`src/rtl/cache_line_fill_pkg.sv`:
```
// Shared definitions for the read-miss line-fill controller.
package cache_line_fill_pkg;

  typedef enum logic [1:0] {
    IDLE   = 2'd0,
    INVAL  = 2'd1,
    FETCH  = 2'd2,
    COMMIT = 2'd3
  } fill_state_e;

endpackage

```
`src/rtl/cache_line_fill_bin_to_onehot.sv`:
```
// Binary way index to one-hot way enable decode.
module cache_line_fill_bin_to_onehot #(
  parameter int N_WAYS = 8,
  parameter int NWAY_W = $clog2(N_WAYS)
) (
  input  logic [NWAY_W-1:0] bin,
  output logic [N_WAYS-1:0] onehot
);

  for (genvar i = 0; i < N_WAYS; i++) begin : g_dec
    assign onehot[i] = (bin == NWAY_W'(i));
  end

endmodule

```
`src/rtl/cache_line_fill.sv`:
```
// Read-miss line fill: invalidate victim way, fetch the line word by word into
// its data memory, then commit the tag and update the replacement policy.
module cache_line_fill
  import cache_line_fill_pkg::*;
#(
  parameter int N_WAYS     = 8,
  parameter int NWAY_W     = $clog2(N_WAYS),
  parameter int LINE_OFF_W = 4,
  parameter int WORD_OFF_W = 3,
  parameter int DATA_W     = 32,
  parameter int ADDR_W     = 32,
  parameter int TAG_W      = ADDR_W - LINE_OFF_W - WORD_OFF_W - $clog2(DATA_W/8)
) (
  input  logic                  clk,
  input  logic                  reset,
  input  logic                  miss_req,
  input  logic [TAG_W-1:0]      miss_tag,
  input  logic [LINE_OFF_W-1:0] miss_index,
  input  logic [NWAY_W-1:0]     way_select_bin,
  output logic                  busy,
  output logic                  fill_done,
  output logic                  mem_valid,
  output logic [ADDR_W-1:0]     mem_addr,
  input  logic [DATA_W-1:0]     mem_rdata,
  input  logic                  mem_ready,
  output logic                  data_we,
  output logic [N_WAYS-1:0]     data_way_en,
  output logic [LINE_OFF_W-1:0] data_index,
  output logic [WORD_OFF_W-1:0] data_word_off,
  output logic [DATA_W-1:0]     data_wdata,
  output logic                  tag_we,
  output logic [N_WAYS-1:0]     tag_way_en,
  output logic [LINE_OFF_W-1:0] tag_index,
  output logic [TAG_W-1:0]      tag_wdata,
  output logic                  tag_valid,
  output logic                  rp_write_en,
  output logic [N_WAYS-1:0]     rp_way_hit,
  output logic [LINE_OFF_W-1:0] rp_line_addr
);

  localparam int BYTE_OFF_W = $clog2(DATA_W/8);

  fill_state_e           state, state_nxt;
  logic [TAG_W-1:0]      tag_r;
  logic [LINE_OFF_W-1:0] index_r;
  logic [NWAY_W-1:0]     way_r;
  logic [WORD_OFF_W-1:0] wcnt;
  logic [N_WAYS-1:0]     way_oh;

  cache_line_fill_bin_to_onehot #(.N_WAYS(N_WAYS), .NWAY_W(NWAY_W)) u_way_dec (
    .bin    (way_r),
    .onehot (way_oh)
  );

  always_ff @(posedge clk) begin
    if (reset) begin
      state   <= IDLE;
      tag_r   <= '0;
      index_r <= '0;
      way_r   <= '0;
      wcnt    <= '0;
    end else begin
      state <= state_nxt;
      if (state == IDLE && miss_req) begin
        tag_r   <= miss_tag;
        index_r <= miss_index;
        way_r   <= way_select_bin;
        wcnt    <= '0;
      end
      // wraps to 0 after the last word of the line
      if (state == FETCH && mem_ready) wcnt <= wcnt + 1'b1;
    end
  end

  always_comb begin
    state_nxt     = state;
    busy          = 1'b0;
    fill_done     = 1'b0;
    mem_valid     = 1'b0;
    mem_addr      = '0;
    data_we       = 1'b0;
    data_way_en   = '0;
    data_index    = '0;
    data_word_off = '0;
    data_wdata    = '0;
    tag_we        = 1'b0;
    tag_way_en    = '0;
    tag_index     = '0;
    tag_wdata     = '0;
    tag_valid     = 1'b0;
    rp_write_en   = 1'b0;
    rp_way_hit    = '0;
    rp_line_addr  = '0;
    case (state)
      IDLE: if (miss_req) state_nxt = INVAL;
      INVAL: begin
        busy       = 1'b1;
        tag_we     = 1'b1;
        tag_way_en = way_oh;
        tag_index  = index_r;
        tag_wdata  = tag_r;
        state_nxt  = FETCH;
      end
      FETCH: begin
        busy      = 1'b1;
        mem_valid = 1'b1;
        mem_addr  = ADDR_W'({tag_r, index_r, wcnt}) << BYTE_OFF_W;
        if (mem_ready) begin
          data_we       = 1'b1;
          data_way_en   = way_oh;
          data_index    = index_r;
          data_word_off = wcnt;
          data_wdata    = mem_rdata;
          if (&wcnt) state_nxt = COMMIT;
        end
      end
      COMMIT: begin
        busy         = 1'b1;
        tag_we       = 1'b1;
        tag_valid    = 1'b1;
        tag_way_en   = way_oh;
        tag_index    = index_r;
        tag_wdata    = tag_r;
        rp_write_en  = 1'b1;
        rp_way_hit   = way_oh;
        rp_line_addr = index_r;
        fill_done    = 1'b1;
        state_nxt    = IDLE;
      end
      default: state_nxt = IDLE;
    endcase
  end

endmodule

```
`config.mk`:
```
export PLATFORM = sky130hd
export DESIGN_NAME = cache_line_fill
export DESIGN_NICKNAME = d
export VERILOG_FILES = /design/src/rtl/cache_line_fill_pkg.sv /design/src/rtl/cache_line_fill_bin_to_onehot.sv /design/src/rtl/cache_line_fill.sv
export SDC_FILE = /design/constraint.sdc
export NUM_CORES = 1
export LEC_CHECK = 0
export ABC_CLOCK_PERIOD_IN_PS = 1400
export BUFFER_PORTS_ARGS = -buffer_cell sky130_fd_sc_hd__buf_2
export CAP_MARGIN = 20
export CORE_MARGIN = 1.5
export CORE_UTILIZATION = 39
export CTS_BUF_LIST = sky130_fd_sc_hd__clkbuf_8
export CTS_CLUSTER_DIAMETER = 100
export DETAILED_ROUTE_END_ITERATION = 12
export PLACE_DENSITY = 0.89
export SETUP_SLACK_MARGIN = 0.3
export SYNTH_ARGS = -nofsm -noshare
export SYNTH_HDL_FRONTEND = slang
export SYNTH_SLANG_ARGS = --single-unit
export TNS_END_PERCENT = 1
```
`constraint.sdc`:
```
create_clock -name clk -period 1.4 [get_ports clk]
set_input_delay 0 -clock clk [delete_from_list [all_inputs] [get_ports clk]]
set_output_delay 0 -clock clk [all_outputs]
set_load 0.01 [all_outputs]
```
Yosys cells after proc, flatten, opt, wreduce, memory -nomap -nowiden
Cells that the tools add are included.

operators by class
  add/sub/neg operators = 1
  equal/unequal tests = 13
  mux-type cells = 26
  reductions and logical operators = 9

operators with widths
  cell                                                   number
  two-way mux 32 bit                                     3
  two-way mux 8 bit                                      4
  two-way mux 23 bit                                     1
  two-way mux 4 bit                                      4
  == test 3 bit, second input constant                   4
  two-way mux 3 bit                                      4
  case mux 2 bit (4 select lines)                        1
  == test 3 x 2 -> 1 bit, second input constant          2
  two-way mux 1 bit                                      6
  two-way mux 2 bit                                      3
  AND reduction 3 bit                                    2
  == test 2 bit, second input constant                   2
  inequality test 2 bit, second input constant           2
  adder 3 x 1 -> 3 bit, second input constant            1
  == test 3 x 1 -> 1 bit, second input constant          1
  zero test 3 bit                                        1
  OR reduction 3 bit                                     1
  == test 2 x 1 -> 1 bit, second input constant          1
  logical AND 1 bit                                      2
  zero test 2 bit                                        1
  inequality test 2 x 1 -> 1 bit, second input constant  1
  nonzero test 2 bit                                     1
  OR reduction 2 bit                                     1

storage, ports and cells
  register bits after elaboration = 35
  input bits = 66
  output and inout port bits = 133
  word-level logic and storage cells = 54

Longest topological paths before layout
Gate-level depths: netlist (run 1).

  depth in word-level cells = 4
  mapped depth = 7
  gate-level depth less buffers = 6

By module
From an unflattened synthesis (run 1), not the netlist that was laid out.

unflattened totals
  cells, all modules = 323
  area, all modules = 2342.2 sq um

by module, submodules not included
  module                         times used  cells each  area each (sq um)  seq. area each (sq um)
  cache_line_fill                1           315         2277.2             700.7
  cache_line_fill_bin_to_onehot  1           8           65.1               0.0

Worst setup path after synthesis (run 1)
No wires, ideal clock.

  path type = register to register
  start point = register state[0]
  end point = register state[0]
  arrival = 1.192 ns
  required time = 1.285 ns
  slack = 0.094 ns
  cell stages (with the launch flop) = 8
  period minus slack after synthesis = 1.306 ns
  cells stage by stage = dfxtp_1 > inv_1 > ha_1 > buf_4 > buf_2 > nor2_1 > nor2_1 > o21a_1

between the ends
  longest elaborated chain between the ends = 3
  elaborated cells on any way between the ends = 9

ends and longest elaborated chain
  item                                                                                             RTL line               text
  from (decl)                                                                                      cache_line_fill.sv:43  fill_state_e state, state_nxt;
  from (signal assigned)                                                                           cache_line_fill.sv:63  state <= state_nxt;
  == test 2 bit / zero test 2 bit (equally long branches)                                          cache_line_fill.sv:94  case (state)
  inequality test 2 x 1 -> 1 bit (no source line) / inequality test 2 bit (equally long branches)  -
  AND reduction 3 bit (no source line)                                                             -

Several ways; a longest one is shown, not always the timed one.
A chain may end at the register's enable or synchronous reset.

Final worst setup path (run 1)
  start point = register state[1]
  end point = output port tag_wdata[16]

between the ends
  longest elaborated chain between the ends = 3
  elaborated cells on any way between the ends = 4

ends and longest elaborated chain
  item                                                            RTL line               text
  == test 2 bit / == test 2 x 1 -> 1 bit (equally long branches)  cache_line_fill.sv:94
  OR reduction 2 bit (no source line) *                           -
  two-way mux 23 bit *                                            cache_line_fill.sv:94
  to (decl)                                                       cache_line_fill.sv:34  output logic [TAG_W-1:0] tag_wdata,

Mark *: on every way between the ends. The rest lies on a longest branch, timed or not.

==> impl_metrics.env, run 1 <==
export IMPL_p_clk_share_pct=14.5
export IMPL_cts_buffers=5
export IMPL_wl_per_cell_um=14.4
export IMPL_period_minus_slack_ns=1.47
export IMPL_r2r_cells=6
export IMPL_power_mw=5.19
export IMPL_setup_viol=59
export IMPL_cts_sinks=35
export IMPL_synth_most_common_cell="nand2_1"
export IMPL_fin_area_mm2=0.00391
export IMPL_worstReg2RegEnd="tag_r[11]"
export IMPL_grt_usage_pct=28.2
export IMPL_yosysWarnings=0
export IMPL_vias=3004
export IMPL_postPlaceCellArea_mm2=0.00328
export IMPL_grt_overflow_total=0
export IMPL_core_area_mm2=0.00554
export IMPL_synth_edf_count=0
export IMPL_rsz0062_at_grt="yes"
export IMPL_diodes=0
export IMPL_syn_inst=321
export IMPL_fmax_mhz=680
export IMPL_timing_hold_worst_endpoint="tag_r[8]"
export IMPL_fp_row_count=27
export IMPL_timing_final_crit_share_pct=105
export IMPL_hold_path_class="in -> reg"
export IMPL_dieWidth_um=78.8
export IMPL_holdCritStartpoint="reset"
export IMPL_drt_wl_total_um=8920
export IMPL_clock_path_buffers=2
export IMPL_synth_area_mm2=0.00224
export IMPL_critPathRequiredTime_ns=1.40
export IMPL_die_area_mm2=0.00622
export IMPL_synth_top_cell_area_share_pct=31.2
export IMPL_hold_slack_ns=0.112
export IMPL_synth_seq_cells=35
export IMPL_power_frac_comb_pct=58.1
export IMPL_vias_per_cell=4.85
export IMPL_grt_max_degree=38
export IMPL_cts_clk_slew_worst_paths_ns=0.07
export IMPL_path_max_fanout=7
export IMPL_path_class="reg -> out"
export IMPL_syn2layout_area_growth_pct=74.1
export IMPL_pwr_share_seq_pct=27.4
export IMPL_crit_path_end_kind="output pin"
export IMPL_final_cells=619
export IMPL_synthArstFlopShare_pct=0
export IMPL_dr_pass1_iters=4
export IMPL_grt_pass1_vias=2902
export IMPL_ys_seq_area_share_pct=31.2
export IMPL_setup_ws_ns=-0.0700
export IMPL_utilization_pct=70.5
export IMPL_port_buffers=196
export IMPL_drv_cap=0
export IMPL_status="finished, violations left"
export IMPL_pre_cts_slack_ns=0.0782
export IMPL_synth_area_leader_cell="dfxtp_1"
export IMPL_setup_tns_ns=-1.43
export IMPL_hold_path_depth=2
export IMPL_drv_slew=0
export IMPL_cp_data_arrival_time_ns=1.47
export IMPL_ios=199
export IMPL_power_density_mw_per_mm2=1330
export IMPL_synthFlopType="dfxtp_1"
export IMPL_p_int_mw=2.96
export IMPL_yosys_cell_types_count=24
export IMPL_timing_final_hold_violations=0
export IMPL_violations="negative setup slack"
export IMPL_dp_cells=571
export IMPL_p_leak_nw=2.25
export IMPL_rrSetupSlack_ns=0.03
export IMPL_ir_worst_vdd_uv=880
export IMPL_ant_nets=0
export IMPL_final_setup_skew_ns=0.00887
export IMPL_start_util_pct=40.5
export IMPL_htreeDepth=2
export IMPL_drc_errors=0
export IMPL_nets=618
export IMPL_start_kind="flip-flop"
export IMPL_synth_common_cells="nand2_1, and3_1, and2_1, dfxtp_1, a21oi_1"
export IMPL_grt_pass1_wl_um=13800
export IMPL_die_h_um=78.8
export IMPL_cts_tree="done"
export IMPL_synth_avg_cell_area_um2=6.99
export IMPL_r2r_start="state[0]"
export IMPL_root_buffer="clkbuf_8"
export IMPL_swShare_pct=43.0
export IMPL_gp_congestion=0.756
export IMPL_antenna_found_initial=0
export IMPL_clkLatencyLatePin_ns=0.28
export IMPL_ys_top_cells_by_area="dfxtp_1, nand2_1, and3_1, and2_1, nor2b_1"
export IMPL_drive_gt1_share_pct=46.4
export IMPL_switchingPower_mw=2.23
export IMPL_dpl_hpwl_um=5660
export IMPL_drt_iter0_markers=102
[how the worst max path moves through the flow]
stage	from	end	slack [ns]	cells after the start
after floorplan	state[1]	tag_way_en[0]	0.23	4
after global placement	state[0]	data_wdata[13]	0.15	5
after detailed placement	state[1]	tag_r[8]	0.08	6
after CTS	state[1]	tag_index[2]	-0.04	7
after global routing	state[1]	tag_way_en[1]	-0.12	7
final	state[1]	tag_wdata[16]	-0.07	7
[power by group through the flow]
| stage | Clock (mW) | Sequential [mW] | Combinational (mW) |
|---|---|---|---|
| CTS | 0.775 | 1.41 | 2.91 |
| finish | 0.751 | 1.42 | 3.02 |
| global placement | 0 | 1.36 | 2.24 |
| floorplan | 0 | 1.32 | 1.58 |
| global route | 0.804 | 1.45 | 3.26 |
| detailed placement | 0 | 1.38 | 2.31 |
[layout by cell type (no fill, tap or decap), types with 4 or more instances in the layout]
cell type | synthesis | layout
a21oi_1 | 33 | 33
dfxtp_1 | 35 | 32
buf_4 | 12 | 10
nor2_2 | 0 | 4
nand2_1 | 67 | 64
dlygate4sd3_1 | 0 | 30
and2_1 | 35 | 34
nand2b_1 | 6 | 5
nor2_1 | 19 | 14
nor2b_1 | 27 | 26
clkbuf_8 | 0 | 6
nor3_2 | 0 | 5
buf_6 | 1 | 8
buf_2 | 7 | 196
and3_1 | 39 | 38
[flip-flops by register name, summed over array words and instances, names as in the netlist]
| signal | count |
|---|---|
| index_r | 4 |
| wcnt | 3 |
| state | 2 |
| way_r | 3 |
| tag_r | 23 |
[what timing repair did]
item / CTS / global route
endpoints found under the hold margin: 30 / 0
pin swaps: 4 / 0
setup endpoints to repair: 166 / 166
gates resized for setup: 39 / 7
buffers inserted: 6 / 0
hold buffers: 30 / 0
cloned: 4 / 0
[area by class of cell]
cell class              count  area, µm²
well taps                  72       90.1
fillers                   441       1630
multi-input cells         251       1470
clock buffers               6       82.6
clock inverters             2       12.5
flip-flops and latches     35        709
repair buffers            248       1520
inverters                   5       23.8
[layer usage]
| metal | share of wire, % | vias up | routed length (µm) | GRT usage [%] |
|---|---|---|---|---|
| met5 | 0 | - | 0 | 0 |
| met4 | 3.8 | 0 | 338 | 13.5 |
| met3 | 6.4 | 35 | 572 | 5.98 |
| met2 | 53 | 145 | 4750 | 54.8 |
| met1 | 37 | 1346 | 3260 | 28.1 |
| li1 | - | 1478 | - | - |
[cell families (layout without fill, tap and decap cells)]
group | count (synthesis) | after routing | share of synthesized area [%]
AO/OA/AOI/OAI | 36 | 36 | 8.59
other | 1 | 2 | 0.167
adder cells (fa/ha/maj) | 6 | 6 | 3.35
flip-flops | 35 | 35 | 31.2
buffers and inverters | 36 | 261 | 8.76
multiplexers | 1 | 1 | 0.446
AND/OR/NAND/NOR | 206 | 206 | 47.5
[critical path, stage by stage (launching register included)]
cell,delay [ns]
dfxtp_4,0.38
inv_4,0.07
ha_4,0.14
nor2_4,0.04
buf_6,0.12
buf_6,0.13
nor2b_1,0.13
buf_2,0.16
(Power assumes the default switching activity.)
==> run 2: changes to the inputs <==
Settings changed: CORE_MARGIN 1.5 to 1, CORE_UTILIZATION 39 to 40, SYNTH_HIERARCHICAL set to 1.
==> impl_metrics.env, run 2 <==
export IMPL_status="finished, violations left"
export IMPL_violations="negative setup slack"
export IMPL_dp_cells=574
export IMPL_ir_worst_vdd_uv=941
export IMPL_core_area_mm2=0.00557
export IMPL_grt_usage_pct=30.2
export IMPL_root_buffer="clkbuf_8"
export IMPL_worst_path_max_delay_cell="dfxtp_4"
export IMPL_cp_cell_sequence="inv_6 -> ha_4 -> clkbuf_16 -> and3_1 -> buf_2"
export IMPL_r2r_start="state[0]"
export IMPL_drt_wl_total_um=10800
export IMPL_start_kind="flip-flop"
export IMPL_power_density_mw_per_mm2=984
export IMPL_synth_common_cells="and2_1, nand2_1, dfxtp_1, a21oi_1, and3_1"
export IMPL_die_area_mm2=0.00617
export IMPL_top_register="tag_r"
export IMPL_path_class="reg -> out"
export IMPL_nets=619
export IMPL_timing_final_hold_violations=0
export IMPL_cts_clk_slew_worst_paths_ns=0.07
export IMPL_pre_cts_slack_ns=-0.0853
export IMPL_crit_path_end_kind="output pin"
export IMPL_yosys_cell_types_count=27
export IMPL_setup_ws_ns=-0.0395
export IMPL_clkLatencyLatePin_ns=0.29
export IMPL_vias=3238
export IMPL_drv_cap=0
export IMPL_largestRegisters="tag_r x23, index_r x4"
export IMPL_grt_pass1_vias=2887
export IMPL_grt_pass1_wl_um=14300
export IMPL_syn2layout_area_growth_pct=98.7
export IMPL_synth_area_leader_cell="dfxtp_1"
export IMPL_cts_buffers=5
export IMPL_synth_seq_cells=35
export IMPL_syn_inst=323
export IMPL_worstReg2RegEnd="tag_r[8]"
export IMPL_cts_sinks=35
export IMPL_critPathRequiredTime_ns=1.40
export IMPL_dpl_hpwl_um=6030
export IMPL_ys_top_cells_by_area="dfxtp_1, and2_1, nand2_1, and3_1, a21oi_1"
export IMPL_yosysWarnings=6
export IMPL_postPlaceCellArea_mm2=0.00340
export IMPL_largest_register_ffs=23
export IMPL_drt_iter0_markers=145
export IMPL_start_util_pct=42.0
export IMPL_final_cell_mix="buf_2, and2_1, buf_6, nand2_1, dlygate4sd3_1"
export IMPL_synthFlopType="dfxtp_1"
export IMPL_synth_most_common_cell="and2_1"
export IMPL_timing_hold_worst_endpoint="tag_r[4]"
export IMPL_dieWidth_um=78.5
export IMPL_synth_top_cell_area_share_pct=29.9
export IMPL_rrSetupSlack_ns=0.01
export IMPL_setup_tns_ns=-0.315
export IMPL_hold_path_class="in -> reg"
export IMPL_fp_row_count=27
export IMPL_fmax_mhz=695
export IMPL_synthArstFlopShare_pct=0
export IMPL_fin_area_mm2=0.00465
export IMPL_cp_data_arrival_time_ns=1.44
export IMPL_p_leak_nw=2.50
export IMPL_path_max_fanout=21
export IMPL_dr_pass1_iters=5
export IMPL_synth_area_mm2=0.00234
export IMPL_synth_avg_cell_area_um2=7.25
export IMPL_final_cells=618
export IMPL_utilization_pct=83.5
export IMPL_drive_gt1_share_pct=63.3
export IMPL_slowest_delay_ns=0.38
export IMPL_grt_max_degree=43
export IMPL_layout_cells_most_common="buf_2"
export IMPL_cts_tree="done"
export IMPL_period_minus_slack_ns=1.44
export IMPL_ios=199
export IMPL_htreeDepth=2
export IMPL_wl_per_cell_um=17.4
export IMPL_grt_overflow_total=0
export IMPL_hold_path_depth=2
export IMPL_hold_slack_ns=0.136
export IMPL_holdCritStartpoint="reset"
export IMPL_vias_per_cell=5.24
export IMPL_antenna_found_initial=1
export IMPL_fillCellCount=317
export IMPL_synth_edf_count=0
export IMPL_ant_nets=0
export IMPL_die_h_um=78.5
export IMPL_r2r_cells=7
export IMPL_timing_final_crit_share_pct=103
export IMPL_drv_slew=0
export IMPL_ys_seq_area_share_pct=29.9
export IMPL_clock_path_buffers=2
export IMPL_gp_congestion=0.750
export IMPL_drc_errors=0
export IMPL_power_mw=4.58
export IMPL_setup_viol=28
export IMPL_rsz0062_at_grt="yes"
export IMPL_port_buffers=196
export IMPL_final_setup_skew_ns=0.00552
[run 2: routing by layer]
layer | GRT usage [%] | part of all wire (%) | wire (µm) | vias up
li1 | - | - | - | 1485
met1 | 29.0 | 35 | 3770 | 1537
met2 | 59.4 | 55 | 5890 | 182
met3 | 6.86 | 7.3 | 788 | 34
met4 | 14.6 | 3.0 | 327 | 0
met5 | 0 | 0 | 0 | -
[run 2: how the worst max path moves through the flow]
stage / start / to / slack [ns] / cells past startpoint
3_5_place_dp: state[0] / tag_r[2] / -0.09 / 5
2_1_floorplan: state[0] / state[0] / 0.04 / 6
4_1_cts: state[1] / tag_way_en[7] / -0.02 / 5
5_1_grt: state[0] / data_way_en[2] / -0.07 / 5
6_report: state[0] / data_wdata[13] / -0.04 / 5
3_3_place_gp: state[0] / tag_r[11] / 0.002 / 5
[run 2: final cells by class]
class                           count  area [µm²]  share of cell area (%)
Inverter                            7        36.3                   0.780
Antenna cell                        1        2.50                  0.0538
Clock buffer                        5        68.8                    1.48
Multi-Input combinational cell    252        1920                    41.3
Clock inverter                      1        6.26                   0.134
Tap cell                           72        90.1                    1.94
Timing Repair Buffer              245        1810                    38.9
Sequential cell                    35         716                    15.4
[run 2: power by group]
group          switching [mW]  internal, mW
Combinational            1.27          1.17
Sequential              0.257          1.19
Clock                   0.358         0.331
Total                    1.88          2.69
[run 2: what timing repair did]
action	in CTS	in global routing
setup endpoints to repair	166	166
gates resized for setup	103	87
hold endpoints to repair	30	0
setup buffers	1	3
pin swaps	42	51
hold buffers	30	0
gates cloned	0	3
[run 2: logic make-up (layout without fill, tap and decap cells)]
group	after synthesis	in the layout	share of synthesized area, %
AO/OA/AOI/OAI	35	35	8.12
other	1	3	0.160
buffers and inverters	38	258	8.01
multiplexers	1	1	0.427
AND/OR/NAND/NOR	206	207	49.6
adder cells (fa/ha/maj)	7	7	3.74
flip-flops	35	35	29.9
[run 2: worst max-delay path, delay by kind of cell, from the launching register on]
family	cells	cell delay [ns]
flops	1	0.38
buf+inv	3	0.41
fa+ha+maj	1	0.19
simple gates	1	0.18
